### src/rtl/grant_mux_stage.sv
// Latches the arbiter's grant, holds the owner for a whole packet and muxes its beats into one
// registered valid/ready output stage. Optional beat limit: define GRANT_MUX_BEAT_LIMIT_EN.
module grant_mux_stage #(
    parameter int NumReq   = 3,
    parameter int DataW    = 8,
    parameter int MaxBeats = 16,
    localparam int IdxW    = ($clog2(NumReq) > 1) ? $clog2(NumReq) : 1
) (
    input  logic                    clk,
    input  logic                    rstN,
    input  logic [NumReq-1:0]       in_valid,
    input  logic [NumReq*DataW-1:0] in_data,
    input  logic [NumReq-1:0]       in_last,
    output logic [NumReq-1:0]       in_ready,
    output logic [NumReq-1:0]       req_out,
    input  logic [NumReq-1:0]       grant_in,
    output logic                    out_valid,
    output logic [DataW-1:0]        out_data,
    output logic                    out_last,
    output logic [IdxW-1:0]         out_src,
    input  logic                    out_ready,
    output logic                    busy,
    output logic                    err_overlen
);

    // Handshake: a beat moves on any port exactly when valid && ready are both high at a
    // rising clk edge; ready never depends on the same port's valid.

    localparam int CntW = $clog2(MaxBeats + 1);

    typedef enum logic {
        IDLE   = 1'b0,
        LOCKED = 1'b1
    } state_t;

    state_t            state, state_nxt;
    logic [IdxW-1:0]   owner, owner_nxt, pick;
    logic [NumReq-1:0] eff, owner_oh;
    logic [DataW-1:0]  own_data;
    logic              own_valid, own_last;
    logic              out_free, in_xfer, beat_last;
    logic [CntW-1:0]   beat_cnt;

    assign eff      = grant_in & in_valid;
    assign out_free = !out_valid || out_ready;
    assign in_xfer  = (state == LOCKED) && own_valid && out_free;
    assign busy     = (state == LOCKED);

    always_comb begin
        own_data  = '0;
        own_valid = 1'b0;
        own_last  = 1'b0;
        owner_oh  = '0;
        for (int i = 0; i < NumReq; i++) begin
            if (owner == IdxW'(i)) begin
                owner_oh[i] = 1'b1;
                own_data    = in_data[i*DataW +: DataW];
                own_valid   = in_valid[i];
                own_last    = in_last[i];
            end
        end
    end

    // Lowest set bit wins so a multi-hot grant still yields a single owner.
    always_comb begin
        pick = '0;
        for (int i = NumReq - 1; i >= 0; i--) begin
            if (eff[i]) begin
                pick = IdxW'(i);
            end
        end
    end

`ifdef GRANT_MUX_BEAT_LIMIT_EN
    logic force_last;
    assign force_last = (beat_cnt == CntW'(MaxBeats - 1)) && !own_last;
    assign beat_last  = own_last || force_last;

    always_ff @(posedge clk) begin
        if (!rstN) begin
            err_overlen <= 1'b0;
        end else if (in_xfer && force_last) begin
            err_overlen <= 1'b1;
        end
    end
`else
    assign beat_last   = own_last;
    assign err_overlen = 1'b0;
`endif

    always_comb begin
        state_nxt = state;
        owner_nxt = owner;
        req_out   = in_valid;
        in_ready  = '0;
        case (state)
            IDLE: begin
                if (|eff) begin
                    state_nxt = LOCKED;
                    owner_nxt = pick;
                end
            end
            LOCKED: begin
                // Keep requesting for the owner so the arbiter's pointer does not move on.
                req_out  = owner_oh;
                in_ready = owner_oh & {NumReq{out_free}};
                if (in_xfer && beat_last) begin
                    state_nxt = IDLE;
                end
            end
            default: state_nxt = IDLE;
        endcase
    end

    always_ff @(posedge clk) begin
        if (!rstN) begin
            state     <= IDLE;
            owner     <= '0;
            beat_cnt  <= '0;
            out_valid <= 1'b0;
            out_data  <= '0;
            out_last  <= 1'b0;
            out_src   <= '0;
        end else begin
            state <= state_nxt;
            owner <= owner_nxt;
            if (in_xfer) begin
                out_valid <= 1'b1;
                out_data  <= own_data;
                out_last  <= beat_last;
                out_src   <= owner;
                beat_cnt  <= beat_last ? '0 : beat_cnt + 1'b1;
            end else if (out_valid && out_ready) begin
                out_valid <= 1'b0;
            end
        end
    end

endmodule
### config.mk
export PLATFORM = sky130hd
export DESIGN_NAME = grant_mux_stage
export DESIGN_NICKNAME = d
export VERILOG_FILES = /design/src/rtl/grant_mux_stage.sv
export SDC_FILE = /design/constraint.sdc
export NUM_CORES = 1
export LEC_CHECK = 0
export ABC_AREA = 1
export BUFFER_PORTS_ARGS = -buffer_cell sky130_fd_sc_hd__buf_2
export CAP_MARGIN = 15
export CORE_ASPECT_RATIO = 1.5
export CORE_MARGIN = 1
export CORE_UTILIZATION = 42
export CTS_CLUSTER_SIZE = 8
export DETAILED_ROUTE_END_ITERATION = 10
export PLACE_DENSITY = 0.79
export SLEW_MARGIN = 10
export SYNTH_ARGS = -nofsm -noshare
export SYNTH_HDL_FRONTEND = slang
export SYNTH_SLANG_ARGS = --single-unit
### constraint.sdc
create_clock -name clk -period 1.35 [get_ports clk]
set_input_delay 0.135 -clock clk [delete_from_list [all_inputs] [get_ports clk]]
set_output_delay 0.135 -clock clk [all_outputs]
set_load 0.005 [all_outputs]
==> implementation parameters, run 1 <==
Parameter                              Value

Route
  Overall routed net length ... 2440 um
  Post-detailed-route DRC marker count ... 0
  Router iterations before antenna repair ... 5
  Violation count after the first detailed-route iteration ... 16
  Detail Route Antenna Nets ... 0
  WL/cell ... 10.9 um
  Via total after detailed routing ... 1089
  Post-detailed-route via-to-cell ratio ... 4.86

Run
  Total of max-cap violations ... 0

Setup path
  Worst-case reg-to-reg path depth ... 9
  CP required ... 1.56 ns
  Worst reg2reg setup slack ... 0.08 ns
  Destination of the worst register-to-register timing path ... out_data[5]
  Reg2Reg Launch Point ... owner[1]
  Type of element capturing the critical path ... flop
  Worst setup path category ... reg2reg
  CP startpoint kind ... flop
  Data arrival time of the critical path ... 1.49 ns
  Crit-path max FO ... 9

Yosys
  Flops & latches, synth ... 15
  Share of the yosys chip area belonging to registers ... 33.3%
  Syn Nets ... 179
  Syn Area/Cell ... 6.31 sq um
  Warnings, synthesis ... 0
  Distinct cell type count of the synthesized netlist ... 21
  Mapped cell area ... 902 sq um
  Gate count after technology mapping ... 143

Timing
  Fin. max-slew vios ... 0
  Share of the clock period used by the worst path ... 94.3%
  Upper clock frequency limit ... 786 MHz
  Finish-stage setup viols ... 0
  Final Critical Period ... 1.27 ns
  Post-Route Setup TNS ... 0 ns
  Worst Setup Slack, final ... 0.0769 ns
  Layout Skew ... 0.00975 ns
  Hold Violations, Final ... 0

Place
  Count of buffers inserted at the top-level ports ... 54
  Final RePlAce weighted congestion ... 0.767
  Placed wire-length estimate after detailed placement ... 1840 um
  Worst slack after detailed placement ... 0.0216 ns
  Placed Cells ... 217

Clock network
  Buffers from clock root to sink, at most ... 2
  Clock root buffer ... clkbuf_4
  Reg clk slew, reported paths ... 0.10 ns
  Count of clock tree sinks ... 15
  Worst skew pair latency ... 0.28 ns
  Htree depth ... 1
  Number of CTS-inserted buffers ... 3
  TritonCTS clock tree ... built

Global route
  Total overflow reported by the global router ... 0
  Number of antenna violations at the first check in global routing ... 0
  Global-route total usage across every layer ... 23.5%
  Largest net degree at the start of global routing ... 19
  Vias in the first global route ... 1047
  Global-route wire length before repair ... 3970 um

Floorplanning
  Initial cell density of the core ... 44.5%
  Die Height ... 58.8 um
  Area of the die ... 0.00234 sq mm
  I/O pin total ... 56
  Width of the chip ... 39.8 um
  Number of rows created at floorplan ... 20
  Total core area ... 0.00203 sq mm

Pwr
  Power Total ... 0.00116 W
  Max IR drop VDD ... 0.431 mV
  Power density cells ... 901 mW/mm^2
  Leakage ... 0.710 nW

Status
  Result of the run ... complete, no violations

Layout
  Diode count ... 0
  Number of standard cells in the final layout excluding fillers ... 224
  Fraction of layout cells with a size suffix above 1 ... 43.1%
  Growth of design area from synthesis to finish ... 42.7%
  Nets ... 239

Worst hold path
  HP Start ... grant_in[1]
  Hold-critical path endpoint ... owner[0]
  Class of the tightest hold or removal check ... in2reg
  Hold depth ... 3
Yosys cell counts (all sizes together):
master	count	share of area [%]
nand2	46	20
dfxtp	15	33
nor2	24	14
nand3	8	4.4
o21ai	11	6.1
clkbuf	1	0.42
conb	1	0.42
buf	4	4.4
a21oi	13	7.2
nor3	2	1.1
inv	15	6.8
nand4	1	0.69
a211oi	1	0.83
clkinv	1	0.42
placed cells by master (no fill, tap or decap), types with 2 or more instances in the layout:
master	netlist	layout
buf_6	0	3
nor3_2	0	2
dfxtp_4	0	2
inv_4	0	2
a21oi_1	13	13
o21ai_1	0	5
nor2_2	11	10
nand2_4	1	2
dfxtp_1	15	12
clkbuf_4	0	3
buf_4	2	2
nor2_1	12	12
o21ai_0	11	6
buf_2	1	54
inv_1	13	13
nand2_1	45	43
nand3_1	8	8
nor2_4	1	2
cell type report:
cell class / instances / area, sq um
Inverter: 16 / 77.6
Sequential cell: 15 / 309
Fill cell: 206 / 739
Clock inverter: 1 / 5.00
Clock buffer: 3 / 22.5
Timing Repair inverter: 1 / 8.76
Tap cell: 22 / 27.5
Timing Repair Buffer: 59 / 319
Multi-Input combinational cell: 107 / 518
flip-flops by register name (all words and copies together), names as in the netlist:
register   cells
busy           1
out_data       8
out_last       1
out_src        2
out_valid      1
owner          2
logic make-up after synthesis:
kind of cell           after synthesis  share of synthesized area [%]
other                                1                          0.416
and+or+nand+nor                     81                           40.1
DFF                                 15                           33.3
AOI/OAI and AO/OA                   25                           14.1
buffers and inverters               21                           12.1
worst max-delay path, cell delays in order, from the launching register on:
cell and delay [ns]:
dfxtp_4 0.39, inv_4 0.09, nand2_1 0.05, nand2_1 0.05
nand2_1 0.09, nor2_4 0.13, nand2_4 0.12, inv_6 0.13
nor2_2 0.04, nor2_1 0.10
power breakdown:
part | switching (W) | internal [W] | total (W)
Sequential | 0.0000352 | 0.000483 | 0.000518
Clock | 0.000150 | 0.000110 | 0.000260
Combinational | 0.000205 | 0.000177 | 0.000381
Total | 0.000390 | 0.000769 | 0.00116
stage by stage:
step,hold slack [ns],area (sq um),utilization (%)
floorplan,0.306,902,-
global placement,0.442,1180,58.1
detailed placement,0.440,1180,58.1
CTS,0.135,1230,60.7
global route,0.162,1290,63.5
finish,0.139,1290,63.5
metal layers:
metal  GRT usage (%)  routed length (um)
met1            23.9                 997
met5               0                   0
met3            3.77                 100
met4            9.85                  36
met2            43.8                1310
how the worst max path moves through the flow:
stage                     slack (ns)     endpoint  cells after the start  startpoint
after global routing           -0.02  out_data[5]                     10    owner[1]
after global placement          0.08  out_data[2]                     10    owner[1]
after detailed placement        0.02  out_data[4]                     10    owner[1]
after CTS                       0.01  in_ready[1]                      4    owner[0]
final                           0.08  out_data[5]                      9    owner[1]
after floorplan                 0.14   out_src[0]                     10    owner[1]
repair_timing:
item | CTS | global route
buffers inserted | 1 | 1
hold buffers | 0 | 0
gates cloned | 0 | 1
endpoints found under the setup margin | 7 | 17
pin swaps | 0 | 1
resized for setup | 8 | 16
(Power assumes the default switching activity.)
==> inputs of run 2 (changes only) <==
SETUP_SLACK_MARGIN = 0.4   (was not set)
==> implementation parameters, run 2 (synthesis gave the netlist of run 1 again) <==
Parameter                              Value

Route
  Post-detailed-route DRC marker count ... 0 (unchanged)
  Post-detailed-route via-to-cell ratio ... 5.11 (+5.1%)
  WL/cell ... 12.5 um (+15%)
  Router iterations before antenna repair ... 4 (-1)
  Overall routed net length ... 2880 um (+18%)
  Detail Route Antenna Nets ... 0 (unchanged)
  Violation count after the first detailed-route iteration ... 25 (+9)
  Via total after detailed routing ... 1175 (+7.9%)

Floorplanning
  Area of the die ... 0.00234 sq mm (unchanged)
  Initial cell density of the core ... 44.5% (unchanged)
  Number of rows created at floorplan ... 20 (unchanged)
  Width of the chip ... 39.8 um (unchanged)
  Total core area ... 0.00203 sq mm (unchanged)
  Die Height ... 58.8 um (unchanged)
  I/O pin total ... 56 (unchanged)

Pwr
  Switching part of the total power ... 35.7% (+2.0 points)
  Max IR drop VDD ... 0.532 mV (+24%)
  Clock network power share ... 21.2% (-1.2 points)
  Power density cells ... 878 mW/mm^2 (-2.5%)
  Power Total ... 0.00128 W (+10%)
  Switching pwr ... 0.000456 W (+17%)
  Cell Int Power ... 0.000823 W (+7.0%)
  Leakage ... 0.775 nW (+9.2%)
  Fraction of power consumed by sequential logic ... 41.0% (-3.7 points)
  Logic pwr share ... 37.7% (+4.8 points)

Setup path
  CP bufs+invs ... 2 (unchanged)
  List of cells traversed by the critical path ... inv_4 -> nand2_2 -> nand2_2 -> nand2_2 -> nor2_4 -> nand2_8 -> inv_6 -> nand2_1 -> nand2_1 -> nor2_1
  CP required ... 1.55 ns (about the same)
  Crit-path max FO ... 7 (-2)
  Type of element capturing the critical path ... flop
  Worst setup path category ... reg2reg
  Worst reg2reg setup slack ... 0.007 ns (-0.07 ns)
  Destination of the worst register-to-register timing path ... out_data[3]
  Dominant delay contributor by cell family on the critical path ... simple AND/OR/NAND/NOR gates
  Data arrival time of the critical path ... 1.54 ns (+0.05 ns)
  Crit path largest cell delay ... 0.40 ns (about the same)
  Worst-case reg-to-reg path depth ... 10 (+1)
  CP startpoint kind ... flop
  Worst path depth ... 10 (+1)
  Most frequent CP cell ... nand2_2
  Crit path launch ... owner[1]
  Slowest library cell on the worst path ... dfxtp_4
  Critical path destination ... out_data[3]
  Reg2Reg Launch Point ... owner[1]

Clock network
  Htree depth ... 1 (unchanged)
  Worst skew pair latency ... 0.29 ns (about the same)
  Buffers from clock root to sink, at most ... 2 (unchanged)
  Reg clk slew, reported paths ... 0.10 ns (about the same)
  Number of buffers inserted by hold repair at cts ... 0 (unchanged)
  TritonCTS clock tree ... built
  Number of CTS-inserted buffers ... 3 (unchanged)
  Count of clock tree sinks ... 15 (unchanged)
  Clock root buffer ... clkbuf_4

Layout
  Diode count ... 0 (unchanged)
  Growth of design area from synthesis to finish ... 61.4%
  Largest registers ... out_data (8), out_src (2), owner (2)
  Sequential Area ... 315 sq um (+2.0%)
  Most used cells in the layout excluding fill and tap cells ... 53 x buf_2, 30 x nand2_1, 12 x nor2_2, 12 x nand2_2
  Fraction of layout cells with a size suffix above 1 ... 57.7% (+15 points)
  Most common library cell in the layout ignoring fill and taps ... buf_2
  Layout fillers ... 168 (-18%)
  Fraction of the core area covered by cells at the end of the flow ... 71.9% (+8.3 points)
  Nets ... 245 (+2.5%)
  Post-route cell area ... 0.00146 sq mm (+13%)
  Number of flip-flops under the largest register name ... 8 (unchanged)
  Number of standard cells in the final layout excluding fillers ... 230 (+2.7%)
  Area taken by multi-input logic gates ... 606 sq um (+17%)
  Top register by number of flip-flops ... out_data

Place
  Worst slack after detailed placement ... 0.0728 ns (+0.0513 ns)
  Final RePlAce weighted congestion ... 0.789 (+2.9%)
  Cell Area, Placed ... 0.00119 sq mm (+1.1%)
  Count of buffers inserted at the top-level ports ... 54 (unchanged)
  Placed wire-length estimate after detailed placement ... 1820 um (-1.4%)
  Placed Cells ... 216 (-0.46%)

Global route
  Largest net degree at the start of global routing ... 12 (-7)
  Global-route wire length before repair ... 4160 um (+4.7%)
  Number of antenna violations at the first check in global routing ... 0 (unchanged)
  Vias in the first global route ... 1021 (-2.5%)
  Total overflow reported by the global router ... 0 (unchanged)
  Global-route total usage across every layer ... 25.2% (+1.7 points)

Timing
  Worst Setup Slack, final ... 0.00728 ns (-0.0697 ns)
  Upper clock frequency limit ... 745 MHz (-5.2%)
  Final Critical Period ... 1.34 ns (+0.0697 ns)
  Fin. max-slew vios ... 0 (unchanged)
  Setup repair after global routing missed its margin ... true
  Share of the clock period used by the worst path ... 99.5% (+5.2 points)
  Finish-stage setup viols ... 0 (unchanged)
  Hold Violations, Final ... 0 (unchanged)
  Layout Skew ... 0.00817 ns (-0.00158 ns)

Worst hold path
  Hold depth ... 3 (unchanged)
  Class of the tightest hold or removal check ... in2reg

Status
  Result of the run ... complete, no violations

Run
  Total of max-cap violations ... 0 (unchanged)
-- run 2: changes by cell type in the layout (fill, tap and decap cells not counted), sizes merged --
cell,before,now
clkbuf,3,4
buf,59,64
-- run 2: repair_timing --
| action | CTS | global route |
|---|---|---|
| endpoints found under the setup margin | 22 | 23 |
| gates cloned | 2 | 0 |
| pin swaps | 5 | 13 |
| setup buffers | 5 | 3 |
| resized for setup | 26 | 35 |
-- run 2: how the worst min path moves through the flow --
stage / start / end / slack [ns]
after detailed placement: grant_in[1] / owner[0] / 0.43
after floorplan: grant_in[1] / owner[0] / 0.30
final: grant_in[1] / owner[0] / 0.13
after global placement: grant_in[1] / owner[0] / 0.42
after CTS: grant_in[1] / owner[0] / 0.12
after global routing: grant_in[1] / owner[0] / 0.14
-- run 2: area by class of cell --
type | count | area share (%)
clock buffers | 4 | 1.80
multi-input cells | 107 | 41.6
flip-flops and latches | 15 | 21.6
repair inverters | 2 | 1.72
inverters | 16 | 5.67
repair buffers | 64 | 25.7
well taps | 22 | 1.89
-- run 2: worst reg2reg max path, delay by kind of cell, from the launching register on --
kind / cells / cell delay (ns)
buffers and inverters: 2 / 0.20
AND/OR/NAND/NOR: 8 / 0.66
flip-flops: 1 / 0.40
-- run 2: stage by stage --
stage / hold slack (ns) / setup TNS [ns]
5_1_grt: 0.139 / -0.210
4_1_cts: 0.120 / 0
2_1_floorplan: 0.299 / 0
3_3_place_gp: 0.424 / 0
6_report: 0.131 / 0
3_5_place_dp: 0.432 / 0
-- run 2: power by group through the flow --
stage / combinational (W) / clock, W / sequential [W]
after floorplan: 0.000219 / 0 / 0.000526
after global placement: 0.000333 / 0 / 0.000527
after detailed placement: 0.000342 / 0 / 0.000529
after CTS: 0.000404 / 0.000272 / 0.000520
after global routing: 0.000532 / 0.000285 / 0.000530
final: 0.000482 / 0.000271 / 0.000525
-- run 2: routing by layer --
metal  vias up  GRT usage [%]  share of wire [%]
li1        587              -                  -
met1       530           26.9                 39
met2        50           45.9                 53
met3         8           4.91                5.3
met4         0           8.87                2.6
met5         -              0                  0
==> inputs of run 3 (changes only) <==
ABC_AREA = not set   (was 1)
CORE_UTILIZATION = 41   (was 42)
PLACE_DENSITY = 0.77   (was 0.79)
==> implementation parameters, run 3 <==
Parameter                              Value

Timing
  Fin. max-slew vios ... 0 (unchanged)
  Upper clock frequency limit ... 679 MHz (-8.8%)
  Share of the clock period used by the worst path ... 109% (+9.6 points)
  Final Critical Period ... 1.47 ns (+0.129 ns)
  Post-route worst hold slack ... 0.107 ns (-0.0241 ns)
  Setup repair after global routing missed its margin ... true
  Hold Violations, Final ... 0 (unchanged)
  Worst Setup Slack, final ... -0.122 ns (-0.129 ns)
  Layout Skew ... 0.00476 ns (-0.00341 ns)
  Finish-stage setup viols ... 13 (+13)

Pwr
  Power Total ... 0.00132 W (+3.0%)
  Leakage ... 0.701 nW (-9.5%)
  Power density cells ... 836 mW/mm^2 (-4.8%)
  Max IR drop VDD ... 0.837 mV (+57%)

Clock network
  Worst skew pair latency ... 0.28 ns (about the same)
  Count of clock tree sinks ... 15 (unchanged)
  Reg clk slew, reported paths ... 0.09 ns (about the same)
  TritonCTS clock tree ... built
  Buffers from clock root to sink, at most ... 2 (unchanged)
  Htree depth ... 1 (unchanged)
  Clock root buffer ... clkbuf_4
  Number of CTS-inserted buffers ... 3 (unchanged)
  Number of buffers inserted by hold repair at cts ... 0 (unchanged)

Global route
  Global-route total usage across every layer ... 28.3% (+3.1 points)
  Largest net degree at the start of global routing ... 14 (+2)
  Vias in the first global route ... 1062 (+4.0%)
  Number of antenna violations at the first check in global routing ... 0 (unchanged)
  Global-route wire length before repair ... 4570 um (+9.8%)
  Total overflow reported by the global router ... 0 (unchanged)

Layout
  Nets ... 217 (-11%)
  Top register by number of flip-flops ... out_data
  Number of flip-flops under the largest register name ... 8 (unchanged)
  Growth of design area from synthesis to finish ... 76.8%
  Layout fillers ... 137 (-18%)
  Number of standard cells in the final layout excluding fillers ... 202 (-12%)
  Most common library cell in the layout ignoring fill and taps ... buf_2
  Fraction of the core area covered by cells at the end of the flow ... 77.7% (+5.9 points)
  Largest registers ... out_data (8), out_src (2), owner (2)
  Diode count ... 0 (unchanged)
  Most used cells in the layout excluding fill and tap cells ... 52 x buf_2, 14 x a21oi_1, 11 x nor2_1
  Sequential Area ... 314 sq um (-0.40%)
  Fraction of layout cells with a size suffix above 1 ... 61.7% (+4.0 points)
  Area taken by multi-input logic gates ... 692 sq um (+14%)

Setup path
  List of cells traversed by the critical path ... buf_8 -> nand3b_1 -> buf_6 -> o21ai_4 -> a21oi_2 -> a311oi_2
  Worst-case reg-to-reg path depth ... 6 (-4)
  Slowest library cell on the worst path ... dfxtp_4
  Crit-path max FO ... 8 (+1)
  Destination of the worst register-to-register timing path ... out_data[7]
  CP required ... 1.54 ns (about the same)
  Worst setup path category ... reg2reg
  Type of element capturing the critical path ... flop
  Reg2Reg Launch Point ... owner[1]
  Data arrival time of the critical path ... 1.66 ns (+0.12 ns)
  Crit path largest cell delay ... 0.37 ns (-0.03 ns)
  Worst reg2reg setup slack ... -0.12 ns (-0.13 ns)
  CP startpoint kind ... flop

Floorplanning
  Die Height ... 59.1 um (+0.56%)
  Area of the die ... 0.00237 sq mm (+1.1%)
  Initial cell density of the core ... 44.0% (-0.56 points)
  Total core area ... 0.00203 sq mm (unchanged)
  I/O pin total ... 56 (unchanged)
  Width of the chip ... 40.1 um (+0.55%)
  Number of rows created at floorplan ... 20 (unchanged)

Yosys
  Count leader, synth ... a21oi_1
  Mapped cell area ... 891 sq um (-1.2%)
  Number of flops mapped to enable cells by yosys ... 0 (unchanged)
  Prevailing post-synth register cell ... dfxtp_1
  Share of the yosys chip area belonging to registers ... 33.7% (+0.42 points)
  Cell types occupying the most area after synthesis ... dfxtp_1 34%, a21oi_1 12%, mux2i_1 11%, a311oi_1 6.9%, nor2_1 4.6%
  Flops & latches, synth ... 15 (unchanged)
  Cell types with the highest counts after synthesis ... 21 x a21oi_1, 15 x dfxtp_1, 11 x nor2_1, 10 x mux2i_1, 7 x a311oi_1
  Warnings, synthesis ... 0 (unchanged)
  Syn Nets ... 147 (-18%)
  Post-synthesis cell type with the largest combined area ... dfxtp_1
  Share of the synthesized area in the top cell type ... 33.7% (+0.42 points)
  Distinct cell type count of the synthesized netlist ... 29 (+38%)
  Syn Area/Cell ... 8.03 sq um (+27%)
  Fraction of synthesis flops using an asynchronous set or reset pin ... 0% (unchanged)
  Gate count after technology mapping ... 111 (-22%)

Route
  Violation count after the first detailed-route iteration ... 26 (+4.0%)
  Overall routed net length ... 3220 um (+12%)
  Detail Route Antenna Nets ... 0 (unchanged)
  Router iterations before antenna repair ... 4 (unchanged)
  WL/cell ... 15.9 um (+27%)
  Post-detailed-route DRC marker count ... 0 (unchanged)
  Post-detailed-route via-to-cell ratio ... 5.84 (+14%)
  Via total after detailed routing ... 1180 (+0.43%)

Run
  Total of max-cap violations ... 0 (unchanged)

Place
  Worst slack after detailed placement ... -0.286 ns (-0.359 ns)
  Count of buffers inserted at the top-level ports ... 54 (unchanged)
  Final RePlAce weighted congestion ... 0.859 (+8.9%)
  Placed Cells ... 182 (-16%)
  Placed wire-length estimate after detailed placement ... 1800 um (-1.0%)

Worst hold path
  HP Start ... rstN
  Hold-critical path endpoint ... busy
  Hold depth ... 2 (-1)
  Class of the tightest hold or removal check ... in2reg

Status
  Violated checks ... setup timing
  Result of the run ... complete, but fails checks
## run 3: cell count changes after synthesis, sizes merged, moves of 2 or more
cell    delta
a21oi      +8
a311oi     +8
buf        +4
clkbuf     +3
inv       -12
mux2i     +10
nand2     -42
nand3      -3
nor2      -13
nor2b      +2
o21ai      -5
## run 3: worst max path at each step
stage | startpoint | end | slack (ns) | cells after the start
after global routing | owner[1] | out_data[3] | -0.15 | 4
after detailed placement | owner[1] | out_data[7] | -0.29 | 4
after CTS | owner[0] | req_out[0] | -0.03 | 4
after global placement | owner[1] | out_data[1] | -0.18 | 4
after floorplan | owner[1] | out_data[0] | 0.13 | 5
final | owner[1] | out_data[7] | -0.12 | 6
## run 3: cells by family (layout without fill, tap and decap cells)
group | count (synthesis) | after routing | share of synthesized area, %
AOI/OAI and AO/OA | 40 | 42 | 28.9
buffers and inverters | 15 | 81 | 8.99
DFF | 15 | 15 | 33.7
muxes | 11 | 11 | 12.5
other | 1 | 1 | 0.421
and+or+nand+nor | 29 | 30 | 15.5
## run 3: worst max-delay path, delay by kind of cell (launching register included)
kind	cells	cell delay (ns)
simple gates	1	0.22
compound gates	3	0.48
buf+inv	2	0.30
flops	1	0.37
## run 3: final cells by class
| type | instances | share of cell area, % |
|---|---|---|
| Clock buffer | 4 | 1.67 |
| Inverter | 3 | 0.874 |
| Tap cell | 22 | 1.75 |
| Timing Repair Buffer | 74 | 31.9 |
| Sequential cell | 15 | 19.9 |
| Multi-Input combinational cell | 84 | 43.9 |
## run 3: stage by stage
step / cell area [sq um] / TNS (ns)
after floorplan: 970 / 0
after global placement: 1210 / -1.80
after detailed placement: 1210 / -2.80
after CTS: 1480 / -0.0797
after global routing: 1580 / -1.32
final: 1580 / -0.575
## run 3: power breakdown
part | switching (W) | total [W] | internal (W)
Clock | 0.000147 | 0.000262 | 0.000115
Combinational | 0.000272 | 0.000541 | 0.000269
Sequential | 0.0000349 | 0.000514 | 0.000479
## run 3: what timing repair did
item,in CTS,in global routing
hold endpoints to repair,0,0
cloned,3,0
pin swaps,20,10
gates resized for setup,34,18
buffers inserted,12,1
setup endpoints to repair,21,23
## run 3: routing by layer
layer  GRT usage, %  wire length, um  part of all wire [%]
met1           29.8             1170                    36
met2           48.8             1800                    56
met3           4.14              130                   4.0
met4           17.7              109                   3.4
met5              0                0                     0
